===== src/rtl/ram_arbiter.sv =====
// ram_arbiter
//   Two-port round-robin arbiter for a 4-bit x 256-nibble asynchronous RAM
//   on a shared, bidirectional nibble bus. Each granted access runs
//   IDLE -> SETUP -> STROBE (STROBE_CYCLES cycles) -> HOLD -> IDLE.
//   The RAM address, both strobes, bus_out and bus_oe all come straight
//   from flops, so they never glitch.
//
// Parameters
//   STROBE_CYCLES      cycles the active-low strobe is held low (1..4)
//
// Ports
//   clk, reset         clock; asynchronous active-high reset
//   req0/req1          request per port, held high until its ack
//   we0/we1            1 = write, 0 = read
//   addr0/addr1        8-bit nibble address
//   wdata0/wdata1      4-bit write data
//   ack0/ack1          one-cycle completion pulse
//   rdata0/rdata1      last read result for each port
//   mem_addr           RAM address
//   mem_nread_enable   active-low RAM read strobe
//   mem_nwrite_enable  active-low RAM write strobe
//   bus_out, bus_oe    data and drive enable toward the shared bus
//   bus_in             resolved value of the shared bus
module ram_arbiter #(
    parameter int STROBE_CYCLES = 1
) (
    input  logic       clk,
    input  logic       reset,
    input  logic       req0,
    input  logic       req1,
    input  logic       we0,
    input  logic       we1,
    input  logic [7:0] addr0,
    input  logic [7:0] addr1,
    input  logic [3:0] wdata0,
    input  logic [3:0] wdata1,
    output logic       ack0,
    output logic       ack1,
    output logic [3:0] rdata0,
    output logic [3:0] rdata1,
    output logic [7:0] mem_addr,
    output logic       mem_nread_enable,
    output logic       mem_nwrite_enable,
    output logic [3:0] bus_out,
    output logic       bus_oe,
    input  logic [3:0] bus_in
);

    typedef enum logic [1:0] {
        S_IDLE,
        S_SETUP,
        S_STROBE,
        S_HOLD
    } state_t;

    localparam logic [1:0] CNT_LAST = 2'(STROBE_CYCLES - 1);

    state_t     r_state;
    state_t     w_state_nxt;
    logic [1:0] r_cnt;
    logic       r_last_gnt;   // port granted most recently
    logic       r_gnt;        // port owning the current transaction
    logic       r_we;         // direction of the current transaction

    logic       w_grant;
    logic       w_sel;
    logic       w_strobe_last;
    logic       w_gnt_nxt;
    logic       w_we_nxt;
    logic [7:0] w_addr_nxt;
    logic [3:0] w_bout_nxt;
    logic       w_nread_d;
    logic       w_nwrite_d;
    logic       w_oe_d;
    logic       w_ack0_d;
    logic       w_ack1_d;

    // Requests are only looked at in IDLE. On a tie the port that was not
    // granted last time wins.
    assign w_grant       = (r_state == S_IDLE) && (req0 || req1);
    assign w_sel         = (req0 && req1) ? ~r_last_gnt : req1;
    assign w_strobe_last = (r_state == S_STROBE) && (r_cnt == CNT_LAST);

    // ---------------- state register ----------------
    always_ff @(posedge clk or posedge reset) begin
        if (reset) begin
            r_state <= S_IDLE;
        end else begin
            r_state <= w_state_nxt;
        end
    end

    // Strobe-length counter, parked at zero outside STROBE.
    always_ff @(posedge clk or posedge reset) begin
        if (reset) begin
            r_cnt <= 2'd0;
        end else if (r_state == S_STROBE) begin
            r_cnt <= r_cnt + 2'd1;
        end else begin
            r_cnt <= 2'd0;
        end
    end

    // ---------------- next-state logic ----------------
    always_comb begin
        w_state_nxt = r_state;
        case (r_state)
            S_IDLE:   if (w_grant) w_state_nxt = S_SETUP;
            S_SETUP:  w_state_nxt = S_STROBE;
            S_STROBE: if (w_strobe_last) w_state_nxt = S_HOLD;
            S_HOLD:   w_state_nxt = S_IDLE;
            default:  w_state_nxt = S_IDLE;
        endcase
    end

    // ---------------- output logic ----------------
    // Computes the value every registered output takes at the next edge,
    // from the next state and the transaction fields as they will be
    // latched. Registering these keeps the RAM-side pins glitch-free.
    always_comb begin
        w_gnt_nxt  = r_gnt;
        w_we_nxt   = r_we;
        w_addr_nxt = mem_addr;
        w_bout_nxt = bus_out;
        if (w_grant) begin
            w_gnt_nxt  = w_sel;
            w_we_nxt   = w_sel ? we1   : we0;
            w_addr_nxt = w_sel ? addr1 : addr0;
            // bus_out only moves for writes; reads leave it as it was.
            if (w_sel ? we1 : we0) begin
                w_bout_nxt = w_sel ? wdata1 : wdata0;
            end
        end
        w_nread_d  = !((w_state_nxt == S_STROBE) && !w_we_nxt);
        w_nwrite_d = !((w_state_nxt == S_STROBE) &&  w_we_nxt);
        w_oe_d     = (w_state_nxt != S_IDLE) && w_we_nxt;
        w_ack0_d   = (w_state_nxt == S_HOLD) && !w_gnt_nxt;
        w_ack1_d   = (w_state_nxt == S_HOLD) &&  w_gnt_nxt;
    end

    always_ff @(posedge clk or posedge reset) begin
        if (reset) begin
            mem_addr          <= 8'h00;
            bus_out           <= 4'h0;
            mem_nread_enable  <= 1'b1;
            mem_nwrite_enable <= 1'b1;
            bus_oe            <= 1'b0;
            ack0              <= 1'b0;
            ack1              <= 1'b0;
            r_gnt             <= 1'b0;
            r_we              <= 1'b0;
            r_last_gnt        <= 1'b1;   // port 0 wins the first tie
        end else begin
            mem_addr          <= w_addr_nxt;
            bus_out           <= w_bout_nxt;
            mem_nread_enable  <= w_nread_d;
            mem_nwrite_enable <= w_nwrite_d;
            bus_oe            <= w_oe_d;
            ack0              <= w_ack0_d;
            ack1              <= w_ack1_d;
            r_gnt             <= w_gnt_nxt;
            r_we              <= w_we_nxt;
            if (w_grant) begin
                r_last_gnt <= w_sel;
            end
        end
    end

    // Read data is taken from the bus on the edge that ends the last strobe
    // cycle, while the RAM is still driving it.
    always_ff @(posedge clk or posedge reset) begin
        if (reset) begin
            rdata0 <= 4'h0;
            rdata1 <= 4'h0;
        end else if (w_strobe_last && !r_we) begin
            if (r_gnt) begin
                rdata1 <= bus_in;
            end else begin
                rdata0 <= bus_in;
            end
        end
    end

endmodule

===== config.mk =====
export PLATFORM = sky130hd
export DESIGN_NAME = ram_arbiter
export DESIGN_NICKNAME = d
export VERILOG_FILES = /design/src/rtl/ram_arbiter.sv
export SDC_FILE = /design/constraint.sdc
export NUM_CORES = 1
export LEC_CHECK = 0
export CAP_MARGIN = 30
export CORE_MARGIN = 8
export CORE_UTILIZATION = 40
export DETAILED_ROUTE_END_ITERATION = 10
export MAX_ROUTING_LAYER = met4
export PLACE_DENSITY = 0.78
export SLEW_MARGIN = 25
export SYNTH_ARGS = -nofsm -noshare
export SYNTH_HDL_FRONTEND = slang
export SYNTH_SLANG_ARGS = --single-unit

===== constraint.sdc =====
create_clock -name clk -period 4.6 [get_ports clk]
set_input_delay 1.15 -clock clk [delete_from_list [all_inputs] [get_ports clk]]
set_output_delay 1.15 -clock clk [all_outputs]
set_load 0.05 [all_outputs]

==> results of run 1 <==
[how the worst max path moves through the flow]
stage / cells after the start / slack (ns) / end
2_1_floorplan: 3 / 2.42 / mem_nread_enable$_DFF_PP1_
3_3_place_gp: 4 / 1.39 / bus_out[3]$_DFFE_PP0P_
3_5_place_dp: 4 / 1.32 / bus_out[3]$_DFFE_PP0P_
4_1_cts: 4 / 1.68 / bus_out[3]$_DFFE_PP0P_
5_1_grt: 4 / 1.59 / bus_out[3]$_DFFE_PP0P_
6_report: 4 / 1.70 / bus_out[3]$_DFFE_PP0P_
[layout make-up]
cell class                 count  area [um^2]  area share (%)
inverter                       6        22.52           1.063
clock inverter                 1        30.03           1.418
clock buffer                   7        65.06           3.071
timing repair buffer          59        588.1           27.76
tap                           46        57.56           2.717
multi-input combinational     69        550.5           25.99
sequential                    32        804.5           37.98
[routing by layer]
metal	up-vias	wire length (um)
li1	515	-
met1	502	1365
met2	36	1852
met3	8	216
met4	0	94
met5	-	0
[cells by family after synthesis]
group | count (synthesis) | synth area share (%)
buffers and inverters | 8 | 2.432
AOI/OAI and AO/OA | 20 | 9.460
adders and majority gates | 3 | 2.703
and+or+nand+nor | 22 | 8.740
muxes | 24 | 18.74
DFF | 32 | 57.93
[state kept, by name, summed over array words and instances, names as in the netlist, 2 cells and up]
name and flops:
bus_out 4, mem_addr 8, r_cnt 2, r_state 2, rdata0 4, rdata1 4
[per-stage QoR]
step	power [mW]	util, %	hold WS, ns	setup WS, ns
after global routing	1.783	63.48	0.4615	1.593
final	1.691	63.48	0.4286	1.705
after detailed placement	1.461	60.63	0.4164	1.323
after CTS	1.705	63.48	0.4307	1.682
after global placement	1.437	60.63	0.4124	1.395
after floorplan	1.134	-	0.4024	2.419
[critical path, stage by stage]
cell and delay, ns:
clkdlybuf4s50_1 0.54, a21boi_2 0.74, mux2_2 0.42, mux2_2 0.26
[cells in the final DEF (no fill, tap or decap), types with 3 or more instances in the layout]
cell type and n:
clkdlybuf4s50_1 58, mux2_2 16, nand2_1 12, mux2i_1 8
dfstp_2 3, inv_1 5, ha_1 3, dfrtp_1 29
o21ai_0 9, clkbuf_4 5
[report_power, final]
| group | internal [mW] | switching, mW |
|---|---|---|
| Combinational | 0.363 | 0.594 |
| Clock | 0.144 | 0.0953 |
| Sequential | 0.423 | 0.0719 |
| Total | 0.930 | 0.761 |
==> summary.txt, run 1 <==
Floorplanning
  • Die area: 5614 um^2
  • CORE AREA: 3337 um^2
  • Die H: 74.93 um
  • Starting density of the core: 41.62%
  • Chip width: 74.93 um
  • Row count: 21
  • Top-Level Pins: 59

Status
  • Status: finished clean

Place
  • Routability cong.: 0.8520
  • Placed Area: 2023 um^2
  • Placed insts: 212
  • DPL Wire Length: 2746 um
  • Port Buffers: 58

Clock network
  • Postcts setup bufs: 0
  • Reg clk slew, reported paths: 0.09 ns
  • H-tree depth: 2
  • Clk_lat worst skew: 0.34 ns
  • Clock Tree Buf Depth: 2
  • Post-CTS sizing: 0
  • Hold buffers post-CTS: 0
  • Root buf cell: clkbuf_4
  • Cts bufs inserted: 5
  • Sink Count: 32
  • CTS tree: yes

Synthesis
  • Syn. warnings: 0
  • Post-synth EDFFs: 0
  • Most frequent cell after synthesis: dfrtp_1
  • Post-Syn Area per Cell: 12.74 um^2
  • Area leader, netlist: dfrtp_1
  • Post-synth cell types: 29
  • Post-synthesis cell count: 109
  • Synth top cells by count: dfrtp_1 (29), mux2_2 (16), nand2_1 (12)
  • Sequential share of the synthesized area: 57.93%
  • #FFs+latches synth: 32
  • Main area contributors after synthesis: dfrtp_1 (52%), mux2_2 (13%), mux2i_1 (5.8%)
  • Share of the synthesized area in the top cell type: 52.25%
  • Top FF cell, synth: dfrtp_1
  • Synth Net Count: 146
  • Synth async-reset ratio: 100.0%
  • Post-Syn Area: 1389 um^2

Timing
  • Slew headroom: 39.43%
  • Worst-Margin Slew: 0.9033 ns
  • Post-route setup TNS: 0 ns
  • Tmin final: 2.895 ns
  • RSZ-0062 raised after global routing: no
  • Setup Skew: 0.01401 ns
  • Fin. max-slew vios: 0
  • Final Hold Fails: 0
  • Final Setup Violations: 0
  • Fmax: 0.3454 GHz
  • Final period utilization: 62.94%

Run
  • Max Cap Viol: 0

Critical path
  • R2R Path Start: r_last_gnt$_DFFE_PP1P_
  • Worst Setup SP: req1
  • Reg2Reg Depth: 3
  • R2r endpoint: bus_out[3]$_DFFE_PP0P_
  • Critical Path RT: 4.81 ns
  • Crit start category: primary input
  • WP data arrival: 3.11 ns
  • CP max FO: 15
  • FF-to-FF setup slack: 2.68 ns
  • Worst Path Class, Setup: primary input to flip-flop
  • CP Capture Type: flip-flop

Cells and area
  • Layout cell share with drive strength beyond 1: 20.11%
  • Finished Layout Cells: 220
  • Area Growth Syn to Fin: 52.52%
  • Diodes inserted: 0
  • Final nets: 210
  • Filler cell count: 286
  • Non-Filler Cell Area, Final: 2118 um^2

Detailed routing
  • Post-DRT Antenna Nets: 0
  • First DRT Iteration DRCs: 37
  • DR WL/cell: 16.05 um
  • DR vias: 1,061
  • Vias per inst: 4.823
  • Drt first pass iters: 4
  • Final wirelength: 3530 um
  • DRC errors left: 0

Global routing
  • Largest net degree at the start of global routing: 33
  • Met1 usage: 14.81%
  • Global-route wire length before repair: 5782 um
  • Most Crowded Layer GR: met2
  • Initial antenna violation count: 0
  • Gr ovfl total: 0
  • Met2 Use GR: 23.61%
  • Vias in the first global route: 1,195
  • Met3 usage: 4.394%
  • GRT Resource Usage Total: 14.36%

Hold path
  • Worst hold path cell count: 1
  • Hold EP: r_cnt[0]$_DFF_PP0_
  • Worst min-delay path category: flip-flop to flip-flop
  • Min-delay src: r_cnt[0]$_DFF_PP0_

Pwr
  • Power Dens Cells: 798.4 nW/um^2
  • P_leak: 0.9113 nW
  • Max VDD drop: 0.3459 mV
Power figures use the tool's default switching activity.
==> run 2: changes to the inputs <==
--- a/config.mk
+++ b/config.mk
@@ -7,7 +7,7 @@
 export LEC_CHECK = 0
 export CAP_MARGIN = 30
 export CORE_MARGIN = 8
-export CORE_UTILIZATION = 40
+export CORE_UTILIZATION = 38
 export DETAILED_ROUTE_END_ITERATION = 10
 export MAX_ROUTING_LAYER = met4
 export PLACE_DENSITY = 0.78
==> constraint.sdc (replaced) <==
create_clock -name clk -period 2.4 [get_ports clk]
set_input_delay 0.6 -clock clk [delete_from_list [all_inputs] [get_ports clk]]
set_output_delay 0.6 -clock clk [all_outputs]
set_load 0.05 [all_outputs]
==> run 2 against run 1 <==
  * First-iteration DRC count rose by 100%
  * Via count grew 0.47%
  * Clock power increased by 26%
  * Largest cell class unchanged
  * Die area grew 4.1%
  * Power grew 82%
  * Largest power group unchanged
==> summary.txt, run 2 (same netlist as run 1, synthesis figures left out) <==
Critical path
  • FF-to-FF setup slack: 0.56 ns (-2.12 ns)
  • Worst path top cell family by delay: buffers and inverters
  • Crit start category: flip-flop
  • Worst Path Class, Setup: flip-flop to output pin
  • CP Capture Type: output pin
  • Slowest-stage cell, CP: clkdlybuf4s50_1
  • CP max FO: 1 (-14)
  • R2r endpoint: mem_nread_enable$_DFF_PP1_
  • Reg2Reg Depth: 5 (+2)
  • R2R Path Start: r_state[0]$_DFF_PP0_
  • WP data arrival: 1.63 ns (-1.48 ns)
  • Cells along the critical path: clkdlybuf4s50_1
  • Crit path buf inv count: 1 (unchanged)
  • Critical Path RT: 1.80 ns (-3.01 ns)
  • CP max stage delay: 0.79 ns (+0.05 ns)

Detailed routing
  • Post-DRT Antenna Nets: 0 (unchanged)
  • DR WL met3: 180 um (-17%)
  • Met2 Wirelength: 1770 um (-4.4%)
  • First DRT Iteration DRCs: 75 (+100%)
  • DR WL/cell: 15.04 um (-6.3%)
  • Vias per inst: 4.738 (-1.8%)
  • Final wirelength: 3383 um (-4.2%)
  • Drt first pass iters: 4 (unchanged)
  • DRT met1 WL: 1395 um (+2.2%)
  • Uppermost layer routed: met4
  • DR vias: 1,066 (+0.47%)
  • DRC errors left: 0 (unchanged)

Timing
  • Tmin final: 2.232 ns
  • Setup Skew: 0.004596 ns (-0.009418 ns)
  • Final Hold Fails: 0 (unchanged)
  • Final worst-path setup slack: 0.1679 ns (-1.537 ns)
  • Final Setup Violations: 0 (unchanged)
  • Post-route setup TNS: 0 ns (unchanged)
  • Fmax: 0.4480 GHz
  • Slew headroom: 60.15% (+21 points)
  • Final period utilization: 93.01%
  • RSZ-0062 raised after global routing: no
  • Fin. max-slew vios: 0 (unchanged)
  • Worst-Margin Slew: 0.5932 ns (-0.3102 ns)

Cells and area
  • Non-Filler Cell Area, Final: 2107 um^2 (-0.53%)
  • FF+latch area: 804.5 um^2 (unchanged)
  • Final nets: 213 (+1.4%)
  • Filler cell count: 311 (+8.7%)
  • Area Growth Syn to Fin: 51.71%
  • Most common cell after layout, fill and taps aside: clkdlybuf4s50_1
  • Fin util: 58.88% (-4.6 points)
  • Layout cell share with drive strength beyond 1: 19.77% (-0.34 points)
  • Diodes inserted: 0 (unchanged)
  • Largest register FFs: 8 (unchanged)
  • Most frequent cells in the layout: clkdlybuf4s50_1 (58), dfrtp_1 (29), mux2_2 (16)
  • Multi-input gate area: 550.5 um^2 (unchanged)
  • Top reg by flops: mem_addr

Clock network
  • CTS tree: yes
  • Clock Tree Buf Depth: 2 (unchanged)
  • Sink Count: 32 (unchanged)
  • H-tree depth: 2 (unchanged)
  • Cts bufs inserted: 5 (unchanged)
  • Hold buffers post-CTS: 0 (unchanged)
  • Reg clk slew, reported paths: 0.09 ns (about the same)
  • Postcts setup bufs: 0 (unchanged)
  • Post-CTS sizing: 0 (unchanged)
  • Root buf cell: clkbuf_4
  • Clk_lat worst skew: 0.32 ns (-0.02 ns)

Global routing
  • Initial antenna violation count: 0 (unchanged)
  • Vias in the first global route: 1,190 (-0.42%)
  • Gr ovfl total: 0 (unchanged)
  • Largest net degree at the start of global routing: 33 (unchanged)
  • Global-route wire length before repair: 5830 um (+0.83%)
  • GRT Resource Usage Total: 12.68% (-1.7 points)

Place
  • Routability cong.: 0.8071 (-5.3%)
  • Pre-CTS setup slack: 0.1048 ns (-1.218 ns)
  • Port Buffers: 58 (unchanged)
  • DPL Wire Length: 2763 um (+0.63%)
  • Placed Area: 2048 um^2 (+1.2%)

Pwr
  • Power Dens Cells: 1464 nW/um^2 (+83%)
  • Max VDD drop: 0.5797 mV (+68%)
  • P_leak: 0.9082 nW (-0.34%)

Hold path
  • Hold EP: r_cnt[0]$_DFF_PP0_
  • Worst min-delay path category: flip-flop to flip-flop
  • Worst hold path cell count: 1 (unchanged)
  • Min-delay src: r_cnt[0]$_DFF_PP0_

Floorplanning
  • Top-Level Pins: 59 (unchanged)
  • CORE AREA: 3578 um^2 (+7.2%)
  • Starting density of the core: 38.81% (-2.8 points)
  • Die area: 5845 um^2 (+4.1%)
  • Row count: 22 (+4.8%)
  • Chip width: 76.46 um (+2.0%)
  • Die H: 76.46 um (+2.0%)

Status
  • Status: finished clean

Run
  • Max Cap Viol: 0 (unchanged)
-- run 2: cell types whose count changed in the layout (fill, tap and decap cells not counted), sizes merged --
cell | before | now
buf | 1 | 4
bufinv | 1 | 0
clkbuf | 7 | 8
-- run 2: worst max path at each step --
stage                                startpoint  slack (ns)  depth (start not counted)                         end
finish              mem_nwrite_enable$_DFF_PP1_        0.17                          1           mem_nwrite_enable
global route         mem_nread_enable$_DFF_PP1_         0.1                          1            mem_nread_enable
CTS                  mem_nread_enable$_DFF_PP1_        0.14                          1            mem_nread_enable
detailed placement                         req1        0.10                          4      bus_out[1]$_DFFE_PP0P_
global placement                           req1        0.17                          4      bus_out[0]$_DFFE_PP0P_
floorplan                  r_state[0]$_DFF_PP0_        0.69                          5  mem_nread_enable$_DFF_PP1_
-- run 2: per-layer routing --
layer  vias to the layer above  global-route usage [%]
met5                         -                       -
met4                         0                   4.231
met3                         5                   4.363
met2                        38                   21.51
met1                       504                   13.49
li1                        519                       -
-- run 2: area by class of cell --
class / instances / share of cell area, %
clock buffers: 8 / 2.791
inverters: 6 / 1.069
well taps: 48 / 2.850
repair buffers: 62 / 28.98
multi-input cells: 69 / 26.13
flip-flops and latches: 32 / 38.18
-- run 2: through the flow --
stage | std cells | total power [mW] | hold WS, ns
finish | 225 | 3.084 | 0.4254
global route | 225 | 3.280 | 0.4746
CTS | 225 | 3.133 | 0.4289
detailed placement | 217 | 2.816 | 0.4148
global placement | 217 | 2.766 | 0.4128
floorplan | 109 | 2.173 | 0.4024
-- run 2: power breakdown --
part	internal, mW	switching [mW]	leakage (nW)	total, mW
clock network	0.144	0.159	0.0326	0.303
registers	0.810	0.130	0.386	0.940
logic	0.715	1.13	0.490	1.84
==> run 3: changes to the inputs <==
--- a/config.mk
+++ b/config.mk
@@ -6,7 +6,7 @@
 export NUM_CORES = 1
 export LEC_CHECK = 0
 export CAP_MARGIN = 30
-export CORE_MARGIN = 8
+export CORE_MARGIN = 5
 export CORE_UTILIZATION = 38
 export DETAILED_ROUTE_END_ITERATION = 10
 export MAX_ROUTING_LAYER = met4
==> run 3 against run 2 <==
  * Die area down 15%
  * Sequential share of layout area down 0.56 points
  * Non-clock buffer count unchanged
  * Sequential cell count unchanged
  * Clock skew about the same
  * Combinational power about the same
  * Global-route usage up 1.0 points
  * Via count down 0.38%
  * Maximum frequency up 2.6%
  * Cell count unchanged
  * First-iteration DRC count down 39%
==> summary.txt, run 3 (same netlist as run 1, synthesis figures left out) <==
Place
  • Port Buffers: 58 (unchanged)
  • DPL Wire Length: 2540 um (-8.1%)
  • Routability cong.: 0.8344 (+3.4%)
  • Placed Area: 2048 um^2 (unchanged)
  • Pre-CTS setup slack: 0.09109 ns (-0.01372 ns)

Floorplanning
  • Starting density of the core: 38.51% (-0.30 points)
  • Row count: 22 (unchanged)
  • Die H: 70.46 um (-7.8%)
  • Chip width: 70.46 um (-7.8%)
  • Top-Level Pins: 59 (unchanged)
  • Die area: 4964 um^2 (-15%)
  • CORE AREA: 3606 um^2 (+0.77%)

Clock network
  • Post-CTS sizing: 0 (unchanged)
  • Hold buffers post-CTS: 0 (unchanged)
  • Clk_lat worst skew: 0.27 ns (-0.05 ns)
  • Cts bufs inserted: 5 (unchanged)
  • Sink Count: 32 (unchanged)
  • Clock Tree Buf Depth: 2 (unchanged)
  • H-tree depth: 2 (unchanged)
  • Postcts setup bufs: 0 (unchanged)
  • Reg clk slew, reported paths: 0.06 ns (-0.03 ns)
  • Root buf cell: clkbuf_8
  • CTS tree: yes

Pwr
  • Total power: 3.206 mW (+4.0%)
  • P_leak: 0.9211 nW (+1.4%)
  • Max VDD drop: 0.6121 mV (+5.6%)
  • Power Dens Cells: 1500 nW/um^2 (+2.4%)

Detailed routing
  • Drt first pass iters: 4 (unchanged)
  • DR WL/cell: 14.28 um (-5.1%)
  • DR vias: 1,062 (-0.38%)
  • DRC errors left: 0 (unchanged)
  • First DRT Iteration DRCs: 46 (-39%)
  • Vias per inst: 4.720 (-0.38%)
  • Post-DRT Antenna Nets: 0 (unchanged)
  • Final wirelength: 3212 um (-5.1%)

Critical path
  • CP max FO: 1 (unchanged)
  • Crit start category: flip-flop
  • FF-to-FF setup slack: 0.53 ns (-0.03 ns)
  • Cells along the critical path: clkdlybuf4s50_1
  • Critical Path RT: 1.80 ns (about the same)
  • Slowest-stage cell, CP: clkdlybuf4s50_1
  • Worst Path Class, Setup: flip-flop to output pin
  • Worst path top cell family by delay: buffers and inverters
  • CP max stage delay: 0.79 ns (about the same)
  • Crit path buf inv count: 1 (unchanged)
  • WP data arrival: 1.58 ns (-0.05 ns)
  • CP Capture Type: output pin

Timing
  • Min Hold Slack: 0.4293 ns (+0.003883 ns)
  • Final Setup Violations: 0 (unchanged)
  • Fmax: 0.4596 GHz (+2.6%)
  • Final worst-path setup slack: 0.2242 ns (+0.05633 ns)
  • Setup Skew: 0.004568 ns (-0.00002750 ns)
  • Final period utilization: 90.66% (-2.3 points)
  • Slew headroom: 58.14% (-2.0 points)
  • Fin. max-slew vios: 0 (unchanged)
  • Post-route setup TNS: 0 ns (unchanged)
  • RSZ-0062 raised after global routing: no
  • Tmin final: 2.176 ns (-0.05633 ns)
  • Worst-Margin Slew: 0.6232 ns (+0.03000 ns)
  • Final Hold Fails: 0 (unchanged)

Global routing
  • Global-route wire length before repair: 5257 um (-9.8%)
  • GRT Resource Usage Total: 13.73% (+1.0 points)
  • Largest net degree at the start of global routing: 33 (unchanged)
  • Vias in the first global route: 1,133 (-4.8%)
  • Gr ovfl total: 0 (unchanged)
  • Initial antenna violation count: 0 (unchanged)

Run
  • Max Cap Viol: 0 (unchanged)

Cells and area
  • Most common cell after layout, fill and taps aside: clkdlybuf4s50_1
  • Diodes inserted: 0 (unchanged)
  • Most frequent cells in the layout: clkdlybuf4s50_1 (58), dfrtp_1 (29), mux2_2 (16)
  • Largest register FFs: 8 (unchanged)
  • Top reg by flops: mem_addr
  • Final nets: 213 (unchanged)
  • Area Growth Syn to Fin: 53.96%
  • Layout cell share with drive strength beyond 1: 19.77% (unchanged)
  • Non-Filler Cell Area, Final: 2138 um^2 (+1.5%)

Status
  • Status: finished clean

Hold path
  • Worst min-delay path category: flip-flop to flip-flop
[run 3: per-layer routing]
layer,vias to the layer above,global-route usage [%],share of wire [%]
met3,4,4.029,5.7
li1,517,-,-
met4,0,4.468,1.3
met2,36,24.32,52
met5,-,-,0
met1,505,14.55,41
[run 3: final timing paths]
check                                      startpoint                          end  depth (start not counted)
hold reg to reg                    r_cnt[0]$_DFF_PP0_           r_cnt[0]$_DFF_PP0_                          1
hold / removal                     r_cnt[0]$_DFF_PP0_           r_cnt[0]$_DFF_PP0_                          1
max in group asynchronous                       reset  mem_nwrite_enable$_DFF_PP1_                          3
setup / recovery           mem_nread_enable$_DFF_PP1_             mem_nread_enable                          1
min in group asynchronous                       reset        rdata1[1]$_DFFE_PP0P_                          3
setup reg to reg                 r_state[0]$_DFF_PP0_   mem_nread_enable$_DFF_PP1_                          5
[run 3: layout make-up]
type,instances,area (um^2)
fillers,291,1468
flip-flops and latches,32,804.5
repair buffers,62,610.6
multi-input cells,69,550.5
clock buffers,8,90.09
well taps,48,60.06
inverters,6,22.52
[run 3: power by group]
part	switching, mW	internal, mW
clock	0.172	0.233
combinational	1.14	0.717
sequential	0.136	0.812
total	1.44	1.76
[run 3: through the flow]
| stage | utilization (%) | cells |
|---|---|---|
| 2_1_floorplan | - | 109 |
| 3_3_place_gp | 56.80 | 217 |
| 3_5_place_dp | 56.80 | 217 |
| 4_1_cts | 59.30 | 225 |
| 5_1_grt | 59.30 | 225 |
| 6_report | 59.30 | 225 |
